## config.mk

```make
export PLATFORM = sky130hd
export DESIGN_NAME = mmc5_snd_multi
export DESIGN_NICKNAME = d
export VERILOG_FILES = /design/src/rtl/mmc5_snd_multi.sv
export SDC_FILE = /design/constraint.sdc
export NUM_CORES = 1
export LEC_CHECK = 0
export ABC_AREA = 1
export ABC_CLOCK_PERIOD_IN_PS = 2700
export BUFFER_PORTS_ARGS = -buffer_cell sky130_fd_sc_hd__buf_4
export CELL_PAD_IN_SITES_DETAIL_PLACEMENT = 0
export CELL_PAD_IN_SITES_GLOBAL_PLACEMENT = 2
export CORE_ASPECT_RATIO = 0.75
export CORE_MARGIN = 2
export CORE_UTILIZATION = 34
export CTS_BUF_LIST = sky130_fd_sc_hd__clkbuf_4 sky130_fd_sc_hd__clkbuf_8 sky130_fd_sc_hd__clkbuf_16
export DETAILED_ROUTE_END_ITERATION = 10
export PLACE_DENSITY_LB_ADDON = 0.1
export SKIP_LAST_GASP = 1
export SLEW_MARGIN = 20
export SYNTH_ARGS = -nofsm -noshare
export SYNTH_HDL_FRONTEND = slang
export SYNTH_SLANG_ARGS = --single-unit
export TNS_END_PERCENT = 30
```

## constraint.sdc

```tcl
create_clock -name m2 -period 2.7 [get_ports m2]
set_input_delay 0.675 -clock m2 [delete_from_list [all_inputs] [get_ports m2]]
set_output_delay 0.675 -clock m2 [all_outputs]
set_load 0.03 [all_outputs]
```

## src/rtl/mmc5_snd_multi.sv

```systemverilog
// Multi-voice cartridge expansion sound: pulse voices with envelope, length
// and optional sweep, an 8-bit PCM register, registered mix and 1-bit delta-sigma output.
module mmc5_snd_multi #(
   parameter int          CHANNELS  = 2,
   parameter logic [14:0] BASE      = 15'h5000,
   parameter logic [14:0] PCM_ADDR  = 15'h5011,
   parameter logic [14:0] CTRL_ADDR = 15'h5015,
   parameter int          FRAME_DIV = 7457,
   parameter bit          SWEEP_EN  = 1'b0
) (
   input  logic        m2,
   input  logic        rst,
   input  logic [14:0] cpu_addr,
   input  logic [7:0]  cpu_dat,
   input  logic        cpu_rw,
   input  logic        cpu_ce,
   output logic [7:0]  cpu_dout,
   output logic        cpu_oe,
   output logic [10:0] mix,
   output logic        pwm
);

   localparam int FCW = (FRAME_DIV > 1) ? $clog2(FRAME_DIV) : 1;
   localparam logic [FCW-1:0] FC_LAST = FCW'(FRAME_DIV - 1);
   localparam logic [7:0] DUTY_TAB [4] = '{8'h40, 8'h60, 8'h78, 8'h9F};
   localparam logic [7:0] LEN_TAB [32] = '{
      8'd10, 8'd254, 8'd20, 8'd2,  8'd40, 8'd4,  8'd80, 8'd6,
      8'd160, 8'd8,  8'd60, 8'd10, 8'd14, 8'd12, 8'd26, 8'd14,
      8'd12, 8'd16,  8'd24, 8'd18, 8'd48, 8'd20, 8'd96, 8'd22,
      8'd192, 8'd24, 8'd72, 8'd26, 8'd16, 8'd28, 8'd32, 8'd30};

   logic [FCW-1:0] fc_q;
   logic           half_ph_q;
   logic [7:0]     pcm_q;
   logic [10:0]    mix_q, acc_q;
   logic           pwm_q;
   logic [7:0]     r0_q      [CHANNELS];
   logic [7:0]     r1_q      [CHANNELS];
   logic [10:0]    t_q       [CHANNELS];
   logic [10:0]    tcnt_q    [CHANNELS];
   logic           tog_q     [CHANNELS];
   logic [2:0]     step_q    [CHANNELS];
   logic [7:0]     len_q     [CHANNELS];
   logic           en_q      [CHANNELS];
   logic           env_st_q  [CHANNELS];
   logic [3:0]     env_q     [CHANNELS];
   logic [3:0]     env_div_q [CHANNELS];
   logic [2:0]     sw_div_q  [CHANNELS];
   logic           sw_rld_q  [CHANNELS];

   logic           we, wr_pcm, wr_ctrl, qtick, htick;
   logic [10:0]    mix_d;
   logic [11:0]    ds_d;
   logic [7:0]     status;
   logic [3:0]     wr_ch  [CHANNELS];
   logic [11:0]    delta  [CHANNELS];
   logic [11:0]    target [CHANNELS];
   logic           mute   [CHANNELS];
   logic [3:0]     ch_out [CHANNELS];

   // Bus: a write is any cpu_ce cycle with cpu_rw low on a mapped address, taken
   // at the sampling edge; reads are combinational and only the CTRL address drives.
   assign we      = cpu_ce & ~cpu_rw;
   assign wr_pcm  = we & (cpu_addr == PCM_ADDR);
   assign wr_ctrl = we & (cpu_addr == CTRL_ADDR);
   assign qtick   = (fc_q == FC_LAST);
   assign htick   = qtick & half_ph_q;
   assign cpu_oe  = cpu_ce & cpu_rw & (cpu_addr == CTRL_ADDR);
   assign cpu_dout = cpu_oe ? status : 8'h00;
   assign mix     = mix_q;
   assign pwm     = pwm_q;
   assign ds_d    = {1'b0, acc_q} + {1'b0, mix_q};

   always_comb begin
      mix_d  = {3'b000, pcm_q};
      status = 8'h00;
      for (int n = 0; n < CHANNELS; n++) begin
         wr_ch[n] = 4'b0000;
         for (int r = 0; r < 4; r++)
            wr_ch[n][r] = we & (cpu_addr == 15'(int'(BASE) + 4*n + r));
         delta[n]  = {1'b0, t_q[n]} >> r1_q[n][2:0];
         target[n] = r1_q[n][3] ? ({1'b0, t_q[n]} - delta[n] - 12'(n == 0))
                                : ({1'b0, t_q[n]} + delta[n]);
         mute[n]   = (SWEEP_EN != 1'b0) && ((t_q[n] < 11'd8) || (target[n] > 12'h7FF));
         ch_out[n] = 4'd0;
         if (en_q[n] && (len_q[n] != 8'd0) && !mute[n] && DUTY_TAB[r0_q[n][7:6]][step_q[n]])
            ch_out[n] = r0_q[n][4] ? r0_q[n][3:0] : env_q[n];
         mix_d     = mix_d + {3'b000, ch_out[n], 4'b0000};
         status[n] = (len_q[n] != 8'd0);
      end
   end

   always_ff @(posedge m2) begin
      if (rst) begin
         fc_q      <= '0;
         half_ph_q <= 1'b0;
         pcm_q     <= '0;
         mix_q     <= '0;
         acc_q     <= '0;
         pwm_q     <= 1'b0;
         for (int n = 0; n < CHANNELS; n++) begin
            r0_q[n]      <= '0;
            r1_q[n]      <= '0;
            t_q[n]       <= '0;
            tcnt_q[n]    <= '0;
            tog_q[n]     <= 1'b0;
            step_q[n]    <= '0;
            len_q[n]     <= '0;
            en_q[n]      <= 1'b0;
            env_st_q[n]  <= 1'b0;
            env_q[n]     <= '0;
            env_div_q[n] <= '0;
            sw_div_q[n]  <= '0;
            sw_rld_q[n]  <= 1'b0;
         end
      end else begin
         fc_q <= qtick ? '0 : fc_q + FCW'(1);
         if (qtick) half_ph_q <= ~half_ph_q;
         if (wr_pcm) pcm_q <= cpu_dat;
         mix_q <= mix_d;
         {pwm_q, acc_q} <= ds_d;
         for (int n = 0; n < CHANNELS; n++) begin
            if (wr_ctrl)     en_q[n] <= cpu_dat[n];
            if (wr_ch[n][0]) r0_q[n] <= cpu_dat;
            if (wr_ch[n][1]) r1_q[n] <= cpu_dat;

            if (tcnt_q[n] == 11'd0) begin
               tcnt_q[n] <= t_q[n];
               tog_q[n]  <= ~tog_q[n];
            end else begin
               tcnt_q[n] <= tcnt_q[n] - 11'd1;
            end
            if (wr_ch[n][3])
               step_q[n] <= 3'd0;
            else if ((tcnt_q[n] == 11'd0) && tog_q[n])
               step_q[n] <= step_q[n] + 3'd1;

            // CPU period writes win over a coincident sweep update
            if (wr_ch[n][2])
               t_q[n][7:0] <= cpu_dat;
            else if (wr_ch[n][3])
               t_q[n][10:8] <= cpu_dat[2:0];
            else if ((SWEEP_EN != 1'b0) && htick && (sw_div_q[n] == 3'd0) && r1_q[n][7] &&
                     (r1_q[n][2:0] != 3'd0) && !mute[n])
               t_q[n] <= target[n][10:0];

            if (!en_q[n])
               len_q[n] <= 8'd0;
            else if (wr_ch[n][3])
               len_q[n] <= LEN_TAB[cpu_dat[7:3]];
            else if (htick && (len_q[n] != 8'd0) && !r0_q[n][5])
               len_q[n] <= len_q[n] - 8'd1;

            if (wr_ch[n][3]) begin
               env_st_q[n] <= 1'b1;
            end else if (qtick) begin
               if (env_st_q[n]) begin
                  env_st_q[n]  <= 1'b0;
                  env_q[n]     <= 4'd15;
                  env_div_q[n] <= r0_q[n][3:0];
               end else if (env_div_q[n] != 4'd0) begin
                  env_div_q[n] <= env_div_q[n] - 4'd1;
               end else begin
                  env_div_q[n] <= r0_q[n][3:0];
                  if (env_q[n] != 4'd0)  env_q[n] <= env_q[n] - 4'd1;
                  else if (r0_q[n][5])   env_q[n] <= 4'd15;
               end
            end

            if (wr_ch[n][3])
               sw_div_q[n] <= r1_q[n][6:4];
            else if (htick)
               sw_div_q[n] <= ((sw_div_q[n] == 3'd0) || sw_rld_q[n]) ? r1_q[n][6:4]
                                                                     : sw_div_q[n] - 3'd1;
            if (wr_ch[n][1])
               sw_rld_q[n] <= 1'b1;
            else if (htick && ((sw_div_q[n] == 3'd0) || sw_rld_q[n]))
               sw_rld_q[n] <= 1'b0;
         end
      end
   end

endmodule

```

==> metrics.txt, run 1 <==
outcome finished with violations; failing checks setup timing; Slowest cell on crit path edfxtp_1; Power Dens Cells 543 nW/um2; Starting Density 0.347; Mapped Area 8370 um2; filler instances 2,488; crit path setup slack, layout -24.6 ps; Yosys Warn Count 0; Rows 49; hpwl dp 16,700 um; WL final 21,300 um; Residual DRC 0; area fraction of the dominant cell type after synthesis 0.369; clk_skew 12.9 ps; CP arrival 3050 ps; Max Freq 0.367 GHz; Critical Path Stages 15; PortBufs 40; Syn-to-layout area delta 20.3%; max incr delay on CP 450 ps; GRT Total Usage 0.174; Worst setup SP type flop; CP required 3020 ps; layout cells sized above 1 0.177; worst hold path stage count 2; max_cap viols 0; vias per inst 4.57; commonest non-fill, non-tap cell in the layout nand2_1; library cells used by synthesis 49; DP Area 9340 um2; clock-pin slew on the worst setup and hold paths 70 ps; CTS max path bufs 2; First DRT Iteration DRCs 392; Hold Path Class reg -> reg; final period utilization 1.01; Worst Max-Slew Pin Slew 550 ps; predominant post-synthesis flop cell edfxtp_1; EDFF count, synth 103; Synth area leader edfxtp_1; Hold Path Sink mix[0]$_SDFF_PP0_; Antenna Nets Post-Route 0; Worst VDD drop 420 uV; CTS tree built; Layout Nets 1,152; DP Worst Slack -166 ps; first-pass GRT wire length 34,300 um; Cells after Synth 977; Hold Crit Start pcm_q[0]$_SDFFE_PP0P_; clock sinks 148; Antenna diodes 0; largest net degree at the start of global routing 17; Worst-Skew Late Latency 430 ps; RD Place Congestion 0.761; grt total ovfl 0; Mean Syn Cell Area 8.57 um2; CP Max Fanout 3; TritonCTS Buffers 17; hold_buf cts 0; sequential element share of the synthesized area 0.477; critical path type reg -> reg; # IOs 48; Hold Vio Cnt, Final 0; initial antenna violation count 0; DR pass1 iterations 5; DR vias 6,536; H-tree depth 4; Die Ht 140 um; final instance area 10,100 um2; Avg WL per Cell 14.9 um; Area contributors post-synth edfxtp_1, dfxtp_1, nand2_1; Critical path buffers and inverters 4; core box area 24,100 um2; Die ar. 25,900 um2; RR Endpoint mix[6]$_SDFF_PP0_; Crit. End Element flop; final setup violating endpoints 4; Die W 185 um; unrepaired setup endpoints after global routing yes; Max transition margin 0.630; Reg2Reg Launch Point r0_q[0][15]$_DFFE_PP_; R2R Setup Slk -20 ps; vias in the first global route 6,157; fin. max-slew vios 0; Seq cells post-synth 148; Pleak 4.26 nW; worst path cell trace ha_4 > a21oi_2 > o21ai_0 > nand2_1 > nand2_1 > nand4_1 > buf_4 > inv_1 > nand2_1 > fa_2 > inv_1 > ha_4 > fa_2 > inv_1 > nor2_1; asr flop ratio synth 0; CP delay by family, top adder cells; Clock Root Buffer clkbuf_16; commonest non-fill, non-tap cells in the layout nand2_1, inv_1, nor2_1, edfxtp_1, buf_4; Final Critical Period 2720 ps; cells on worst reg2reg path 15
==> final cells by class <==
cell class / count / area, um2 / share of cell area
sequential: 148 / 3990 / 0.397
clock inverter: 15 / 155 / 0.0154
clock buffer: 17 / 425 / 0.0422
inverter: 136 / 510 / 0.0507
multi-input combinational: 697 / 3940 / 0.391
timing repair buffer: 85 / 638 / 0.0634
tap: 331 / 414 / 0.0411
==> synth_stat cells (21+ instances only) <==
master    number
a21oi_1       55
dfxtp_1       45
edfxtp_1     103
ha_1          34
inv_1        118
nand2_1      201
nand3_1       40
nand4_1       21
nor2_1       115
nor3_1        23
o21ai_0       43
o21ai_1       28
==> state kept, by name, indices dropped and copies added (netlist names) <==
| signal | flops |
|---|---|
| acc_q | 11 |
| en_q | 2 |
| env_div_q | 8 |
| env_q | 8 |
| env_st_q | 2 |
| fc_q | 13 |
| half_ph_q | 1 |
| len_q | 16 |
| mix | 10 |
| pcm_q | 8 |
| pwm | 1 |
| r0_q | 16 |
| step_q | 6 |
| t_q | 22 |
| tcnt_q | 22 |
| tog_q | 2 |
==> tightest hold or removal path, stage by stage (launching register included) <==
cell and delay, ps:
dfxtp_1 300, inv_1 60, nor2_1 40
==> timing repair <==
| action | in CTS | in global routing |
|---|---|---|
| pin swaps | 6 | 12 |
| hold endpoints to repair | 0 | 0 |
| endpoints found under the setup margin | 4 | 5 |
| buffers inserted | 2 | 4 |
| resized for setup | 11 | 16 |
==> worst max-delay path by stage <==
stage	from	endpoint	slack [ps]
after floorplan	len_q[0][0]$_SDFFCE_PN0P_	mix[7]$_SDFF_PP0_	60
after global placement	len_q[0][0]$_SDFFCE_PN0P_	mix[8]$_SDFF_PP0_	-130
after detailed placement	len_q[0][0]$_SDFFCE_PN0P_	mix[7]$_SDFF_PP0_	-170
after CTS	len_q[0][0]$_SDFFCE_PN0P_	mix[6]$_SDFF_PP0_	-20
after global routing	len_q[0][1]$_SDFFCE_PN0P_	mix[6]$_SDFF_PP0_	-180
final	r0_q[0][15]$_DFFE_PP_	mix[6]$_SDFF_PP0_	-20
==> layer usage <==
layer / part of all wire / track usage / vias up
li1: - / - / 3417
met1: 0.56 / 0.283 / 2995
met2: 0.39 / 0.233 / 106
met3: 0.032 / 0.0283 / 18
met4: 0.013 / 0.0459 / 0
met5: 0 / 0 / -
==> report_power, final <==
part / total [mW] / internal [mW] / switching, mW
logic: 0.491 / 0.183 / 0.307
clock network: 2.40 / 1.31 / 1.09
registers: 2.57 / 2.51 / 0.0611
==> stage by stage <==
step / instances / hold WS, ps / total power [mW] / TNS [ps] / util
after detailed placement: 1391 / 427 / 3.09 / -536 / 0.388
final: 1429 / 438 / 5.47 / -47.2 / 0.418
after global routing: 1429 / 452 / 5.69 / -703 / 0.418
after CTS: 1425 / 436 / 5.51 / -32.2 / 0.414
after global placement: 1391 / 427 / 3.10 / -326 / 0.388
after floorplan: 1004 / 410 / 2.91 / 0 / -
==> logic make-up after synthesis <==
kind of cell | Yosys count | synth area share
simple gates | 450 | 0.253
buf+inv | 159 | 0.0779
flops | 148 | 0.477
compound gates | 147 | 0.0937
fa+ha+maj | 40 | 0.0652
xor+xnor | 31 | 0.0324
other cells | 2 | 0.000897
Note: power is estimated with default switching activity, not from simulation.
==> inputs of run 2 (changes only) <==
- PLACE_DENSITY: unset -> 0.88
- PLACE_DENSITY_LB_ADDON: 0.1 -> unset
==> run 2 against run 1 <==
Effect of this change:
- the run still ends with setup timing left
- cell area fell by 1.5%
- sequential power about the same
- clock power increased by 5%
- non-clock buffer count fell by 15
- setup slack worse by 76 ps
- clock skew fell by 3.9 ps
- largest cell class unchanged
- register-to-register slack lost 80 ps
==> metrics.txt, run 2 (synthesized netlist as in run 1, its figures left out) <==
Worst setup SP type flop (unchanged); DR vias 6,482 (was 6,536); biggest regs t_q (22), tcnt_q (22) (unchanged); Worst Max-Slew Pin Slew 768 ps (was 550 ps); Antenna diodes 0 (unchanged); Max transition margin 0.486 (was 0.630); hpwl dp 15,000 um (was 16,700 um); CP required 3060 ps (was 3020 ps); failing checks setup timing (unchanged); clock sinks 148 (unchanged); commonest non-fill, non-tap cells in the layout nand2_1, inv_1, nor2_1, edfxtp_1, buf_4 (unchanged); Die W 185 um (unchanged); PortBufs 40 (unchanged); Antenna Nets Post-Route 0 (unchanged); vias per inst 4.58 (was 4.57); Placed Cells incl. Taps 1,381 (was 1,391); largest net degree at the start of global routing 19 (was 17); Crit. End Element flop (unchanged); unrepaired setup endpoints after global routing yes (unchanged); H-tree depth 4 (unchanged); worst path cell trace ha_1 > a21oi_2 > o21ai_1 > nand2_1 > nand2_1 > nand4_1 > a21oi_2 > fa_1 > ha_1 > a21o_1 > a21oi_2 > o21ai_1 > a21oi_1 (was ha_4 > a21oi_2 > o21ai_0 > nand2_1 > nand2_1 > nand4_1 > buf_4 > inv_1 > nand2_1 > fa_2 > inv_1 > ha_4 > fa_2 > inv_1 > nor2_1); Hold Path Class reg -> reg (unchanged); core box area 24,100 um2 (unchanged); fin cells 1,414 (was 1,429); Residual DRC 0 (unchanged); Clock Root Buffer clkbuf_16 (unchanged); Layout Nets 1,137 (was 1,152); DR pass1 iterations 5 (unchanged); critical path type reg -> reg (unchanged); Slowest cell on crit path fa_1 (was edfxtp_1); layout cells sized above 1 0.160 (was 0.177); Die Ht 140 um (unchanged); most frequent CP cell a21oi_2; RD Place Congestion 0.801 (was 0.761); clk_skew 8.98 ps (was 12.9 ps); grt total ovfl 0 (unchanged); WL final 19,500 um (was 21,300 um); CTS tree built (unchanged); TritonCTS Buffers 17 (unchanged); fin. max-slew vios 0 (unchanged); GRT Total Usage 0.158 (was 0.174); CP Max Fanout 4 (was 3); commonest non-fill, non-tap cell in the layout nand2_1 (unchanged); Max Freq 0.357 GHz (was 0.367 GHz); crit path setup slack, layout -100 ps (was -24.6 ps); Die ar. 25,900 um2 (unchanged); outcome finished with violations (unchanged); Final Critical Period 2800 ps (was 2720 ps); Power Dens Cells 559 nW/um2 (was 543 nW/um2); max_cap viols 0 (unchanged); clock-pin slew on the worst setup and hold paths 70 ps (about the same); Pleak 4.21 nW (was 4.26 nW); First DRT Iteration DRCs 487 (was 392); Worst-Skew Late Latency 430 ps (about the same); Starting Density 0.347 (unchanged); CTS max path bufs 2 (unchanged); CP arrival 3160 ps (was 3050 ps); first-pass GRT wire length 31,900 um (was 34,300 um); # IOs 48 (unchanged); initial antenna violation count 0 (unchanged); vias in the first global route 6,138 (was 6,157); TNS Setup -331 ps (was -47.2 ps); Syn-to-layout area delta 18.6% (was 20.3%); DP Worst Slack -162 ps (was -166 ps); max incr delay on CP 470 ps (was 450 ps); final setup violating endpoints 4 (unchanged); Finished Core Util 0.412 (was 0.418); final period utilization 1.04 (was 1.01); Worst VDD drop 310 uV (was 420 uV); Hold Vio Cnt, Final 0 (unchanged); Avg WL per Cell 13.8 um (was 14.9 um); Rows 49 (unchanged)
[run 2: cell count changes in the layout (fill, tap and decap cells not counted), sizes merged]
cell / change
clkinvlp: -1
clkinv: +2
inv: -3
buf: -15
bufinv: +2
[run 2: worst paths after layout]
| kind | cells after the start | slack, ps | endpoint | from |
|---|---|---|---|---|
| worst max-delay path | 13 | -100 | mix[8]$_SDFF_PP0_ | r0_q[0][15]$_DFFE_PP_ |
| worst max register to register | 13 | -100 | mix[8]$_SDFF_PP0_ | r0_q[0][15]$_DFFE_PP_ |
| worst min-delay path | 2 | 430 | mix[3]$_SDFF_PP0_ | pcm_q[3]$_SDFFE_PP0P_ |
| worst min register to register | 2 | 430 | mix[3]$_SDFF_PP0_ | pcm_q[3]$_SDFFE_PP0P_ |
[run 2: layout make-up]
type / instances / area (um2)
multi-input combinational: 697 / 3860
tap: 331 / 414
inverter: 136 / 510
fill: 2390 / 14200
clock buffer: 17 / 425
sequential: 148 / 3990
clock inverter: 15 / 193
timing repair buffer: 70 / 526
[run 2: critical path: cells and delay by family (launching register included)]
family	cells	cell delay, ps
flip-flops	1	420
AND/OR/NAND/NOR	3	360
AO/OA/AOI/OAI	7	860
adder cells (fa/ha/maj)	3	1110
[run 2: metal layers]
layer  up-vias  global-route usage  share of wire
met1      2949               0.244           0.54
met2       126               0.224           0.41
met4         0              0.0455          0.011
met3        12              0.0270          0.044
met5         -                   0              0
li1       3395                   -              -
[run 2: metrics by stage]
stage	hold slack, ps	total power, mW	cell area, um2
after global routing	456	5.76	9930
after detailed placement	424	3.08	9260
after CTS	434	5.60	9910
final	431	5.55	9930
after floorplan	410	2.91	8470
after global placement	420	3.07	9260
[run 2: power by group]
part	total (mW)	switching [mW]	internal [mW]	leakage, nW
clock	2.52	1.04	1.48	0.302
sequential	2.57	0.0606	2.51	1.41
combinational	0.461	0.297	0.164	2.50
[run 2: what timing repair did]
action	CTS	global route
hold endpoints to repair	0	0
gates resized for setup	7	7
setup endpoints to repair	4	6
pin swaps	6	10
hold buffers	0	0
setup buffers	1	0
